[config.mk]
export PLATFORM = sky130hd
export DESIGN_NAME = spike_rate_decoder
export DESIGN_NICKNAME = d
export VERILOG_FILES = /design/src/rtl/spike_rate_decoder.sv
export SDC_FILE = /design/constraint.sdc
export NUM_CORES = 1
export LEC_CHECK = 0
export CORE_MARGIN = 8
export CORE_UTILIZATION = 56
export CTS_CLUSTER_DIAMETER = 30
export DETAILED_ROUTE_END_ITERATION = 10
export DONT_BUFFER_PORTS = 1
export PLACE_DENSITY = 0.74
export SKIP_CTS_REPAIR_TIMING = 1
export SLEW_MARGIN = 30
export SYNTH_ARGS = -nofsm -noshare
export SYNTH_HDL_FRONTEND = slang
export SYNTH_SLANG_ARGS = --single-unit
[constraint.sdc]
create_clock -name clk -period 1.69 [get_ports clk]
set_input_delay 0.169 -clock clk [delete_from_list [all_inputs] [get_ports clk]]
set_output_delay 0.169 -clock clk [all_outputs]
set_load 0.02 [all_outputs]
[src/rtl/spike_rate_decoder.sv]
// Spike rate / inter-spike-interval decoder: counts spike onsets over a
// programmable window and measures the cycle distance between onsets.
//
// state | meaning
// IDLE  | waiting for en; outputs hold last results
// RUN   | window counting active; busy=1
module spike_rate_decoder #(
  parameter int CNT_W = 8,
  parameter int ISI_W = 8
) (
  input  logic             clk,
  input  logic             rst,
  input  logic             en,
  input  logic             spike_in,
  input  logic [7:0]       window_len,
  output logic [CNT_W-1:0] rate_out,
  output logic             rate_valid,
  output logic             rate_sat,
  output logic [ISI_W-1:0] isi_out,
  output logic             isi_valid,
  output logic             busy
);

  typedef enum logic {
    IDLE = 1'b0,
    RUN  = 1'b1
  } state_t;

  state_t state, state_nxt;

  logic             spike_d;
  logic             spike_edge;
  logic [8:0]       win_cnt;
  logic [8:0]       win_load;
  logic             last_cyc;
  logic [CNT_W-1:0] spike_cnt;
  logic [CNT_W-1:0] cnt_nxt;
  logic             cnt_full;
  logic             sat;
  logic             sat_nxt;
  logic [ISI_W-1:0] isi_cnt;
  logic             isi_full;
  logic             armed;

  assign spike_edge = spike_in & ~spike_d;
  assign last_cyc   = (win_cnt == 9'd1);
  assign win_load   = (window_len == 8'd0) ? 9'd256 : {1'b0, window_len};
  assign cnt_full   = &spike_cnt;
  assign isi_full   = &isi_cnt;
  assign cnt_nxt    = spike_cnt + CNT_W'(spike_edge & ~cnt_full);
  assign sat_nxt    = sat | (spike_edge & cnt_full);

  always_ff @(posedge clk) begin
    if (rst) state <= IDLE;
    else     state <= state_nxt;
  end

  // en=0 leaves RUN both on abort and after a final window; the datapath
  // decides whether a result gets reported.
  always_comb begin
    state_nxt = state;
    busy      = 1'b0;
    if (state == IDLE) begin
      if (en) state_nxt = RUN;
    end else begin
      busy = 1'b1;
      if (!en) state_nxt = IDLE;
    end
  end

  always_ff @(posedge clk) begin
    if (rst) begin
      spike_d    <= 1'b0;
      win_cnt    <= '0;
      spike_cnt  <= '0;
      sat        <= 1'b0;
      isi_cnt    <= '0;
      armed      <= 1'b0;
      rate_out   <= '0;
      rate_sat   <= 1'b0;
      rate_valid <= 1'b0;
      isi_out    <= '0;
      isi_valid  <= 1'b0;
    end else begin
      spike_d    <= spike_in;
      rate_valid <= 1'b0;
      isi_valid  <= 1'b0;
      if (state == IDLE) begin
        if (en) begin
          win_cnt   <= win_load;
          spike_cnt <= '0;
          sat       <= 1'b0;
          isi_cnt   <= '0;
          armed     <= 1'b0;
        end
      end else begin
        if (last_cyc) begin
          rate_out   <= cnt_nxt;
          rate_sat   <= sat_nxt;
          rate_valid <= 1'b1;
          win_cnt    <= win_load;
          spike_cnt  <= '0;
          sat        <= 1'b0;
        end else begin
          win_cnt   <= win_cnt - 9'd1;
          spike_cnt <= cnt_nxt;
          sat       <= sat_nxt;
        end

        // The interval keeps running across window boundaries.
        if (spike_edge) begin
          if (armed) begin
            isi_out   <= isi_cnt;
            isi_valid <= 1'b1;
          end
          armed   <= 1'b1;
          isi_cnt <= ISI_W'(1);
        end else if (armed && !isi_full) begin
          isi_cnt <= isi_cnt + ISI_W'(1);
        end
      end
    end
  end

endmodule
Word level (Yosys, flattened, before mapping)
Index checks and enable logic that the tools add are counted.
{ "totals": {"reg_bits": 48, "inputBits": 12, "out_inout_bits": 20, "word_cells": 57} }
{ "classes": {"add_sub_neg": 3, "n_eq_ne": 3, "n_mux": 19, "n_bitwise": 8, "reduce_logical": 12} }
{ "ops": {"columns": ["op", "count"], "rows": [
  ["8-bit two-way mux", 6],
  ["9-bit two-way mux", 4],
  ["8-bit AND reduction", 2],
  ["9-bit by 1-bit equality test with 1-bit output, second input constant", 1],
  ["1-bit two-way mux", 9],
  ["9-bit by 1-bit subtractor with 9-bit output, second input constant", 1],
  ["8-bit by 1-bit adder with 8-bit output, second input constant", 1],
  ["8-bit adder", 1],
  ["1-bit by 8-bit AND with 8-bit output", 1],
  ["8-bit zero test", 1],
  ["1-bit inverter with 8-bit output", 1],
  ["2-bit AND reduction", 3],
  ["3-bit by 1-bit inequality test with 1-bit output, second input constant", 1],
  ["1-bit inverter", 3],
  ["3-bit AND reduction", 1],
  ["3-bit OR reduction", 1],
  ["1-bit AND", 2],
  ["2-bit by 1-bit inequality test with 1-bit output, second input constant", 1],
  ["2-bit nonzero test", 1],
  ["2-bit OR reduction", 1],
  ["1-bit logical AND", 1],
  ["1-bit zero test", 1],
  ["1-bit OR", 1]
]} }

Depth between registers and ports, before layout
{ "logic_depth": {"ltp_word": 6, "ltp_mapped": 10, "depth_no_buf": 9} }

Worst setup path before layout
Ideal clock, no wire load.
{ "synth_timing": {"kind": "register -> register", "from": "register spike_cnt[2]", "to": "register rate_out[6]", "t_arrival_ps": 1737, "path_slack_ps": -178, "path_stages_with_launch": 11, "path_buffers": 1, "synth_period_minus_slack_ps": 1868, "path_cell_list": "dfxtp_1 > clkbuf_1 > nand4_1 > nor2_1 > nor2_1 > ha_1 > ha_1 > nand3_1 > nor3_1 > nor3b_1 > nor3_2"} }
{ "synth_via": {"elab_chain_len": 4} }
{ "synth_rtl": {"columns": ["item", "line_no", "text"], "rows": [
  ["start: declaration", "36", "logic [CNT_W-1:0] spike_cnt;"],
  ["start signal: assignment", "106", "spike_cnt <= cnt_nxt;"],
  ["8-bit AND reduction", "48", "assign cnt_full = &spike_cnt;"],
  ["1-bit inverter with 8-bit output", "50", "assign cnt_nxt = spike_cnt + CNT_W'(spike_edge & ~cnt_full);"],
  ["1-bit by 8-bit AND with 8-bit output", "50", null],
  ["8-bit adder *", "50", null],
  ["end signal: assignment", "98", "rate_out <= cnt_nxt;"],
  ["end: declaration", "16", "output logic [CNT_W-1:0] rate_out,"]
]} }
Every way passes the cells marked *; elsewhere a longest branch is shown, timed or not.
A chain may end at the register's enable or synchronous reset.

Final worst setup path
{ "layout_timing": {"from": "register win_cnt[1]", "to": "register win_cnt[7]"} }
{ "layout_via": {"elab_chain_len": 3} }
{ "layout_rtl": {"columns": ["item", "line_no", "text"], "rows": [
  ["start: declaration", "33", "logic [8:0] win_cnt;"],
  ["start signal: assignment", "90", "win_cnt <= win_load;"],
  ["start signal: assignment", "101", "win_cnt <= win_load;"],
  ["start signal: assignment", "105", "win_cnt <= win_cnt - 9'd1;"],
  ["9-bit by 1-bit subtractor with 9-bit output / 9-bit by 1-bit equality test with 1-bit output (equally long branches)", "105, 46", null],
  ["9-bit two-way mux *", "97", "if (last_cyc) begin"],
  ["9-bit two-way mux *", "88", "if (state == IDLE) begin"]
]} }
Marked as above.

==> impl_metrics.toml <==
[worst_setup_path]
cp.arrival_ps = 2000
crit_family = "simple AND/OR/NAND/NOR gates"
path_max_fanout = 3
cp-end-kind = "flop"
r2r_cells = 6
cp-startpoint = "win_cnt[1]"
cp.depth = 6
criticalPathCategory = "reg2reg"
cpPeakStageDelay_ps = 500
crit_chain = "inv_2 -> ha_4 -> or4b_4 -> mux2_4 -> a32oi_2 -> a21oi_2"
path_buf_inv = 1
required_ps = 1900
endpoint = "win_cnt[7]"
cp_slowest_cell = "or4b_4"
r2r_setup_slack_ps = -110
regToRegEndpoint = "win_cnt[7]"
rr_startpoint = "win_cnt[1]"
cp-start-kind = "flop"

[logic_synthesis]
yosysWarningCount = 0
synth_edf_count = 0
synth-seq-cells = 48
synth-seq-area-share = 0.404
synth_top_cell_area_share = 0.404
syn_area_per_cell_um2 = 8.52
synth_top_cell_by_area = "dfxtp_1"
syn_inst = 279
ys_types = 54
yosys-top-cells-area = "dfxtp_1 40%, nand2_1 5.8%, a21oi_1 4.8%"
synth_nets = 296
async_reset_ff_frac = 0
syn_area_um2 = 2380
synth_flop_cell = "dfxtp_1"

[placement]
pre_cts_slack_ps = -40.9
numPortBuffers = 0
dp_hpwl_um = 4150
dp.cells = 344
gp_congestion = 0.894

[die]
ioPinCount = 32
core-area_um2 = 4060
die_w_um = 81.2
core.rowCount = 23
die-area_um2 = 6590
die_h_um = 81.2
start_util = 0.586

[timing]
slew_violations = 0
setup_ws_ps = -110
hold_slack_ps = -84.2
tightest_slew_ps = 448
fin_setup_tns_ps = -113
period_share = 1.06
period_minus_slack_ps = 1800
max_freq_mhz = 556
rsz0062_at_grt = "yes"
max-slew-margin-rel = 0.699
finalSetupViolCount = 2
fin_skew_ps = 13.4
hold_viol = 37

[finish]
mostFrequentLayoutCell = "dfxtp_1"
layout-drive-gt1-share = 0.261
fin_cells = 357
final_nets = 323
area_growth_pct = 22.6
diodes = 0
final_cell_mix = "41 x dfxtp_1, 37 x nand2_1, 34 x buf_4"

[flow_run]
drv_cap = 0

[power_and_ir_drop]
peakVddDrop_mv = 0.570
leakagePower_nw = 1.02
p_total_mw = 2.54
power_density_nw_per_um2 = 872

[grt]
grt_start_max_net_pins = 44
grt_pass1_wl_um = 9600
grt-ovfl-total = 0
grt_use_total = 0.183
antenna_found_initial = 0
first_global_vias = 2006

[clocking]
clock_sinks = 48
cts_tree = "built"
clockBufferDepth = 2
clock_latency_ps = 310
htreeDepth = 2
numCtsBuffers = 5
root_buffer = "clkbuf_8"
clk_pin_slew_ps = 100

[drt]
vias = 2217
drc = 0
final_antenna_net_count = 0
wl_per_cell_um = 17.6
dr.pass1.iters = 6
routed_wl_um = 6290
drt-initial-drc-count = 197
post_drt_via_cell_ratio = 6.21

[outcome]
status = "complete, but fails checks"
violations = "negative hold slack, negative setup slack"

[hold_path]
hold_class = "in2reg"
flip-flops by register name, summed over array words and instances, names as in the netlist:
signal      count
armed           1
isi_cnt         8
isi_out         8
isi_valid       1
rate_out        8
rate_sat        1
rate_valid      1
sat             1
spike_cnt       8
spike_d         1
state           1
win_cnt         9
worst min-delay path by stage:
| stage | startpoint | endpoint | slack (ps) | cells after the start |
|---|---|---|---|---|
| 2_1_floorplan | spike_in | spike_d | 300 | 1 |
| 3_3_place_gp | rst | rate_out[0] | 240 | 1 |
| 3_5_place_dp | rst | rate_out[0] | 240 | 1 |
| 4_1_cts | rst | rate_out[0] | -90 | 1 |
| 5_1_grt | rst | rate_out[0] | -100 | 1 |
| 6_report | rst | rate_out[0] | -80 | 1 |
layer usage:
metal / GRT usage / part of all wire / vias up
met5: 0 / 0 / -
met4: 0.0464 / 0.0081 / 0
met3: 0.0596 / 0.081 / 6
met2: 0.293 / 0.47 / 88
met1: 0.232 / 0.44 / 1050
li1: - / - / 1073
cell families (layout without fill, tap and decap cells):
kind of cell,after synthesis,in the layout,synth area share
adder cells (fa/ha/maj),5,5,0.0263
buffers and inverters,23,51,0.0495
AO/OA/AOI/OAI,76,76,0.221
XOR/XNOR,5,5,0.0184
AND/OR/NAND/NOR,118,118,0.263
flip-flops,48,48,0.404
multiplexers,4,4,0.0174
cells in the mapped netlist (3+ instances only):
master     number
xnor2_1         4
a31oi_1         4
o211ai_1        5
clkbuf_1       10
dfxtp_1        48
a22oi_1         4
o21a_1          3
nand3_1        18
ha_1            5
o21ai_0         7
a211oi_1        7
nand2_1        37
nand4_1         4
inv_1           5
nand2b_1        4
mux2i_1         3
a21oi_1        23
nor2b_1         5
buf_6           3
a2111o_1        3
nor4_1          4
nor3_1          7
buf_2           4
nor2_1         20
nor3b_1         3
o2111ai_1       4
stage by stage:
step	area [um^2]	hold WS, ps	utilization
floorplan	2420	297	-
global placement	2620	237	0.645
detailed placement	2620	238	0.645
CTS	2760	-89.5	0.679
global route	2910	-97.4	0.718
finish	2910	-84.2	0.718
power by group:
part / total, mW / internal, mW / switching, mW
clock: 0.997 / 0.595 / 0.401
combinational: 0.339 / 0.169 / 0.171
sequential: 1.20 / 1.16 / 0.0466
area by class of cell:
cell class | count | area [um^2]
Tap cell | 50 | 62.6
Clock buffer | 5 | 68.8
Inverter | 5 | 18.8
Timing Repair Buffer | 38 | 298
Multi-Input combinational cell | 208 | 1430
Fill cell | 323 | 1140
Sequential cell | 48 | 970
Clock inverter | 3 | 68.8
Note: power is estimated with default switching activity, not from simulation.
